### config.mk
export PLATFORM = sky130hd
export DESIGN_NAME = snake_step_scheduler
export DESIGN_NICKNAME = d
export VERILOG_FILES = /design/src/rtl/snake_pkg.sv /design/src/rtl/snake_dir_latch.sv /design/src/rtl/snake_step_scheduler.sv
export SDC_FILE = /design/constraint.sdc
export NUM_CORES = 1
export LEC_CHECK = 0
export CAP_MARGIN = 0
export CORE_UTILIZATION = 45
export DETAILED_ROUTE_END_ITERATION = 7
export PLACE_DENSITY_LB_ADDON = 0.12
export SKIP_CTS_REPAIR_TIMING = 1
export SKIP_LAST_GASP = 1
export SLEW_MARGIN = 20
export SYNTH_ARGS = -nofsm -noshare
export SYNTH_HDL_FRONTEND = slang
export SYNTH_SLANG_ARGS = --single-unit
export TNS_END_PERCENT = 30
### constraint.sdc
create_clock -name clk -period 3.75 [get_ports clk]
set_input_delay 0.375 -clock clk [delete_from_list [all_inputs] [get_ports clk]]
set_output_delay 0.375 -clock clk [all_outputs]
set_load 0.02 [all_outputs]
### src/rtl/snake_pkg.sv
`default_nettype none
// ============================================================================
// Module      : snake_pkg
// Description : Shared types and helpers for the snake step scheduler.
// Revision    : 1.0 - initial release
// ============================================================================
package snake_pkg;

  // Direction encoding; opposite directions differ only in bit 0.
  typedef enum logic [1:0] {
    UP    = 2'b00,
    DOWN  = 2'b01,
    LEFT  = 2'b10,
    RIGHT = 2'b11
  } dir_t;

  typedef enum logic [2:0] {
    IDLE  = 3'd0,
    COUNT = 3'd1,
    MOVE  = 3'd2,
    EVAL  = 3'd3,
    OVER  = 3'd4
  } sched_state_t;

  // Direction that would make the snake turn back onto itself.
  function automatic dir_t opposite(input dir_t d);
    dir_t r;
    case (d)
      UP:      r = DOWN;
      DOWN:    r = UP;
      LEFT:    r = RIGHT;
      default: r = LEFT;
    endcase
    return r;
  endfunction

endpackage
`default_nettype wire

### src/rtl/snake_dir_latch.sv
`default_nettype none
// ============================================================================
// Module      : snake_dir_latch
// Description : Priority-encodes the direction buttons (up > down > left >
//               right), rejects reversals of the current direction and holds
//               the most recent accepted request as dir_next.
// Revision    : 1.0 - initial release
// ============================================================================
module snake_dir_latch
  import snake_pkg::*;
(
  input  logic       clk,
  input  logic       rst,
  input  logic [3:0] btn,
  input  dir_t       dir_cur,
  output dir_t       dir_next
);

  dir_t dir_next_q;
  dir_t dir_next_d;
  dir_t req;
  logic req_valid;

  // Pick the highest-priority pressed button and accept it unless it reverses.
  always_comb begin
    req        = dir_next_q;
    req_valid  = 1'b1;
    dir_next_d = dir_next_q;
    if (btn[0])      req = UP;
    else if (btn[1]) req = DOWN;
    else if (btn[2]) req = LEFT;
    else if (btn[3]) req = RIGHT;
    else             req_valid = 1'b0;
    if (req_valid && (req != opposite(dir_cur))) begin
      dir_next_d = req;
    end
  end

  // Pending-direction register; a fresh game starts heading right.
  always_ff @(posedge clk or posedge rst) begin
    if (rst) begin
      dir_next_q <= RIGHT;
    end else begin
      dir_next_q <= dir_next_d;
    end
  end

  assign dir_next = dir_next_q;

endmodule
`default_nettype wire

### src/rtl/snake_step_scheduler.sv
`default_nettype none
// ============================================================================
// Module      : snake_step_scheduler
// Description : Times snake steps with a difficulty-dependent period, runs the
//               move request/acknowledge handshake with the datapath, issues
//               grow pulses, speeds the game up on food and raises game_over
//               on a wall hit.
// Revision    : 1.0 - initial release
// ============================================================================
module snake_step_scheduler
  import snake_pkg::*;
#(
  parameter int CNT_W        = 25,
  parameter int TICKS_NORMAL = 25_000_000,
  parameter int TICKS_HARD   = 12_500_000,
  parameter int SPEEDUP      = 1_000_000,
  parameter int MIN_TICKS    = 5_000_000
) (
  input  logic        clk,
  input  logic        rst,
  input  logic        run,
  input  logic        difficulty,
  input  logic [3:0]  btn,
  output logic        move_req,
  output logic [1:0]  dir,
  input  logic        move_ack,
  input  logic        food_hit,
  input  logic        wall_hit,
  output logic        grow,
  output logic        game_over,
  output logic [15:0] step_count
);

  localparam logic [CNT_W-1:0] PERIOD_NORMAL = CNT_W'(TICKS_NORMAL);
  localparam logic [CNT_W-1:0] PERIOD_HARD   = CNT_W'(TICKS_HARD);
  localparam logic [CNT_W-1:0] PERIOD_MIN    = CNT_W'(MIN_TICKS);
  localparam logic [CNT_W:0]   SPEEDUP_EXT   = (CNT_W+1)'(SPEEDUP);
  localparam logic [CNT_W:0]   MIN_EXT       = (CNT_W+1)'(MIN_TICKS);

  sched_state_t     state_q, state_d;
  logic [CNT_W-1:0] cnt_q, cnt_d;
  logic [CNT_W-1:0] period_q, period_d;
  logic [15:0]      step_count_q, step_count_d;
  dir_t             dir_cur_q, dir_cur_d;
  dir_t             dir_next;
  logic             food_q, food_d;
  logic             wall_q, wall_d;

  // One extra bit catches underflow so a large SPEEDUP still clamps to the floor.
  logic [CNT_W:0]   period_sub;
  logic             period_floor;

  assign period_sub   = {1'b0, period_q} - SPEEDUP_EXT;
  assign period_floor = period_sub[CNT_W] || (period_sub < MIN_EXT);

  snake_dir_latch u_dir_latch (
    .clk      (clk),
    .rst      (rst),
    .btn      (btn),
    .dir_cur  (dir_cur_q),
    .dir_next (dir_next)
  );

  // Next-state logic: step timing, handshake, evaluation and abort on run low.
  always_comb begin
    state_d      = state_q;
    cnt_d        = '0;
    period_d     = period_q;
    step_count_d = step_count_q;
    dir_cur_d    = dir_cur_q;
    food_d       = food_q;
    wall_d       = wall_q;

    case (state_q)
      IDLE: begin
        if (run) begin
          period_d     = difficulty ? PERIOD_HARD : PERIOD_NORMAL;
          step_count_d = '0;
          dir_cur_d    = RIGHT;
          state_d      = COUNT;
        end
      end

      COUNT: begin
        if (cnt_q == (period_q - CNT_W'(1))) begin
          dir_cur_d = dir_next;
          state_d   = MOVE;
        end else begin
          cnt_d = cnt_q + CNT_W'(1);
        end
      end

      MOVE: begin
        if (move_ack) begin
          food_d  = food_hit;
          wall_d  = wall_hit;
          state_d = EVAL;
        end
      end

      EVAL: begin
        if (step_count_q != 16'hFFFF) begin
          step_count_d = step_count_q + 16'd1;
        end
        if (wall_q) begin
          state_d = OVER;
        end else begin
          if (food_q) begin
            period_d = period_floor ? PERIOD_MIN : period_sub[CNT_W-1:0];
          end
          state_d = COUNT;
        end
      end

      OVER: begin
        state_d = OVER;
      end

      default: begin
        state_d = IDLE;
      end
    endcase

    // Leaving the play stage overrides everything: no step, no grow, no speedup.
    if (!run && (state_q != IDLE)) begin
      state_d      = IDLE;
      cnt_d        = '0;
      period_d     = period_q;
      step_count_d = step_count_q;
      dir_cur_d    = dir_cur_q;
      food_d       = food_q;
      wall_d       = wall_q;
    end
  end

  // State, counter, period and step bookkeeping registers.
  always_ff @(posedge clk or posedge rst) begin
    if (rst) begin
      state_q      <= IDLE;
      cnt_q        <= '0;
      period_q     <= PERIOD_NORMAL;
      step_count_q <= '0;
      dir_cur_q    <= RIGHT;
      food_q       <= 1'b0;
      wall_q       <= 1'b0;
    end else begin
      state_q      <= state_d;
      cnt_q        <= cnt_d;
      period_q     <= period_d;
      step_count_q <= step_count_d;
      dir_cur_q    <= dir_cur_d;
      food_q       <= food_d;
      wall_q       <= wall_d;
    end
  end

  // Outputs are decoded from registers only; food/wall were captured on ack.
  assign move_req   = (state_q == MOVE);
  assign game_over  = (state_q == OVER);
  assign grow       = (state_q == EVAL) && food_q && !wall_q;
  assign dir        = dir_cur_q;
  assign step_count = step_count_q;

endmodule
`default_nettype wire

==> results.md <==
* Status: complete, no violations
* Share of flip-flops with an asynchronous set or reset at 100%
* Post-Synthesis Cells at 596
* R2R setup slack at just under 300 ps
* Worst reg2reg endpoint: period_q[9]
* VDD IR-drop max at 0.000285 V
* Core Rows at 37
* Min Tclk post-route at 3450 ps
* Tightest Pin Transition at 900 ps
* Pwr per Cell Area at 478 nW/um2
* Routed Antenna Nets at 0
* Critical path launch point type: register
* Yosys reg bits at 70
* Cell family with most CP delay: compound AO/OA/AOI/OAI gates
* Crit path arrival time at 3740 ps
* Leakage at 2.16 nW
* Data required time of the worst path at about 4000 ps
* CTS root buffer: clkbuf_8
* Sw Pwr at 1.11 mW
* R2R depth at 10
* Clock Latency Late Sink at 390 ps
* Clock share of power at 22.3%
* Dpl cells at around 740
* Synth-to-layout area growth at 12.3%
* Total number of vias at 4513
* Gpl congestion at 0.917
* RSZ-0062 raised after global routing: no
* Final Net Count at 632
* Initial Utilization at between 40% and 50%
* Worst path most repeated cell: a311oi_2
* Die height at 107 um
* Post-detail-place hpwl at 8990 um
* Pin count of the biggest net entering global routing at 52
* Initial antenna violation count at 0
* Min-Delay Path Class: in -> async
* Post-Syn Area per Cell at 8.26 um2
* Total nets after synthesis at 614
* Clock buffer count from CTS at 9
* Non-Filler Instances at around 760
* Via-to-Cell Ratio at 5.98
* N_diodes at 0
* Total core area at 10500 um2
* Synth area leaders: dfrtp_1, dfstp_2, nor2_1, xor2_1, xnor2_1
* Util after Layout at 52.8%
* Final TNS setup at 0 ps
* Tot Pwr at between 2 and 3 mW
* Hold Slack at 488 ps
* Drt wl/cell at around 17 um
* FMAX at 289 MHz
* Number of remaining DRC errors at 0
* Critical Path Fanout Max at 11
* Die width at 107 um
* Die area at 11400 um2
* Hold Violations, Final at 0
* Crit share post-route at 92.1%
* Final setup skew at 15.8 ps
* DRT iter0 DRCs at 297
* Clock sink count at 70
* I/O Pins at 32
* Setup crit start: period_q[7]
* GRT Total Usage at 23.8%
* Vias in the first global route at 4163
* Area leader, netlist: dfrtp_1
* CTS tree: done
* Drt first pass iters at 5
* Netlist cell types at 73
* Crit path largest cell delay at 550 ps
* Wirelength, routed at between 10000 and 15000 um
* Sequential-to-total area share from yosys stat at 36.0%
* Setup CP Type: reg -> reg
* Int Pwr at about 1.5 mW
* Comb pwr share at 37.1%
* Ys flop type: dfrtp_1
* WP buf/inv at 1
* First-pass GRT wire length at 21100 um
* # setup viols final at 0
* Net Sw Frac at 41.9%
* Post-synthesis instance area at 4920 um2
* Gr ovfl total at 0
* Sequential power share at 40.6%
* Number of enable flip-flop cells after synthesis at 0
* Crit. End Element: register
* Clk slew on worst S/H paths at 90 ps
* I/O Buffers at 31
* Synth warnings at 0
* Reg2reg start: period_q[7]
* Fill cells at 1013
* Slowest cell on crit path: a311oi_2
* Max_cap viols at 0
* Max Transition Viols Final at 0
* Layout cells sized above 1 at between 10 and 15%
* Synth top area share at between 20% and 30%
* H-tree depth at 3
* Worst rel slew slack at 39.9%
* Cell Chain, Critical Path: inv_1 -> ha_1 -> nand2b_1 -> a311oi_2 -> a21oi_1 -> a311o_1 -> a311oi_2 -> or2_1 -> o21ai_1 -> a22o_1
* Clk buf depth at 2
==> placed cells by master (no fill, tap or decap), types with 3 or more instances in the layout <==
master,instances
a2111oi_0,3
a21oi_1,25
a221o_1,5
a22o_1,4
a311o_1,3
a31oi_1,8
and2_1,3
and3_1,8
and4_1,6
buf_4,13
clkbuf_8,11
clkdlybuf4s50_1,31
clkinv_2,3
dfrtp_1,54
dfstp_2,16
ha_1,7
inv_1,17
mux2_2,4
nand2_1,61
nand2b_1,7
nand3_1,30
nand3b_1,3
nand4_1,14
nor2_1,84
nor2b_1,4
nor3_1,19
nor3b_1,4
nor4_1,8
o21ai_0,30
o21ai_1,5
o31ai_1,5
or2_2,3
or3_1,5
xnor2_1,28
xor2_1,34
==> power groups by stage <==
stage | clock, mW | sequential (mW) | combinational (mW)
after global placement | 0 | 1.07 | 0.958
final | 0.588 | 1.07 | 0.981
after CTS | 0.603 | 1.06 | 0.971
after global routing | 0.634 | 1.10 | 1.09
after detailed placement | 0 | 1.07 | 0.968
after floorplan | 0 | 0.938 | 0.842
==> worst max-delay path by stage <==
stage	to	depth (start not counted)	slack, ps
CTS	cnt_q[16]	10	260
floorplan	period_q[9]	13	570
detailed placement	cnt_q[16]	10	280
global route	period_q[15]	10	90
global placement	cnt_q[3]	10	380
finish	period_q[9]	10	300
==> sequential cells by signal, indices dropped and copies added, names as in the netlist <==
| name | count |
|---|---|
| food_q | 1 |
| dir | 2 |
| state_q | 3 |
| cnt_q | 25 |
| wall_q | 1 |
| u_dir_latch.dir_next | 2 |
| step_count | 16 |
| period_q | 20 |
==> worst reg2reg max path: stages (launching register included) <==
cell	delay [ps]
dfrtp_1	490
inv_1	180
ha_1	320
nand2b_1	260
a311oi_2	550
a21oi_1	120
a311o_1	350
a311oi_2	280
or2_1	450
o21ai_1	130
a22o_1	240
==> cells in the mapped netlist, types with 14 or more instances <==
cell type	instances
nor2_1	84
nand2_1	61
dfrtp_1	54
xor2_1	34
nand3_1	30
o21ai_0	30
xnor2_1	28
a21oi_1	25
clkbuf_1	25
nor3_1	19
inv_1	18
dfstp_2	16
nand4_1	14
==> cell type report <==
type | count | area [um2] | share of cell area (%)
clock buffer | 11 | 151 | 2.74
multi-input combinational | 471 | 2920 | 52.9
clock inverter | 5 | 33.8 | 0.611
inverter | 18 | 68.8 | 1.25
timing repair buffer | 44 | 408 | 7.38
sequential | 70 | 1770 | 32.1
tap | 136 | 170 | 3.08
==> layer usage <==
| layer | up-vias | track usage [%] | routed length, um |
|---|---|---|---|
| li1 | 2153 | - | - |
| met1 | 2178 | 33.3 | 5820 |
| met2 | 162 | 36.3 | 5710 |
| met3 | 20 | 6.02 | 754 |
| met4 | 0 | 6.75 | 227 |
| met5 | - | 0 | 0 |
==> kinds of logic after synthesis <==
logic type | synth area share (%)
compound gates | 17.7
flops | 36.0
simple gates | 27.4
mux | 1.32
xor+xnor | 11.0
fa+ha+maj | 1.78
buf+inv | 4.80
==> metrics by stage <==
stage | setup WS [ps] | area (um2)
2_1_floorplan | 567 | 4920
3_3_place_gp | 383 | 5330
3_5_place_dp | 275 | 5330
4_1_cts | 263 | 5520
5_1_grt | 87.6 | 5530
6_report | 295 | 5530
(Power assumes the default switching activity.)
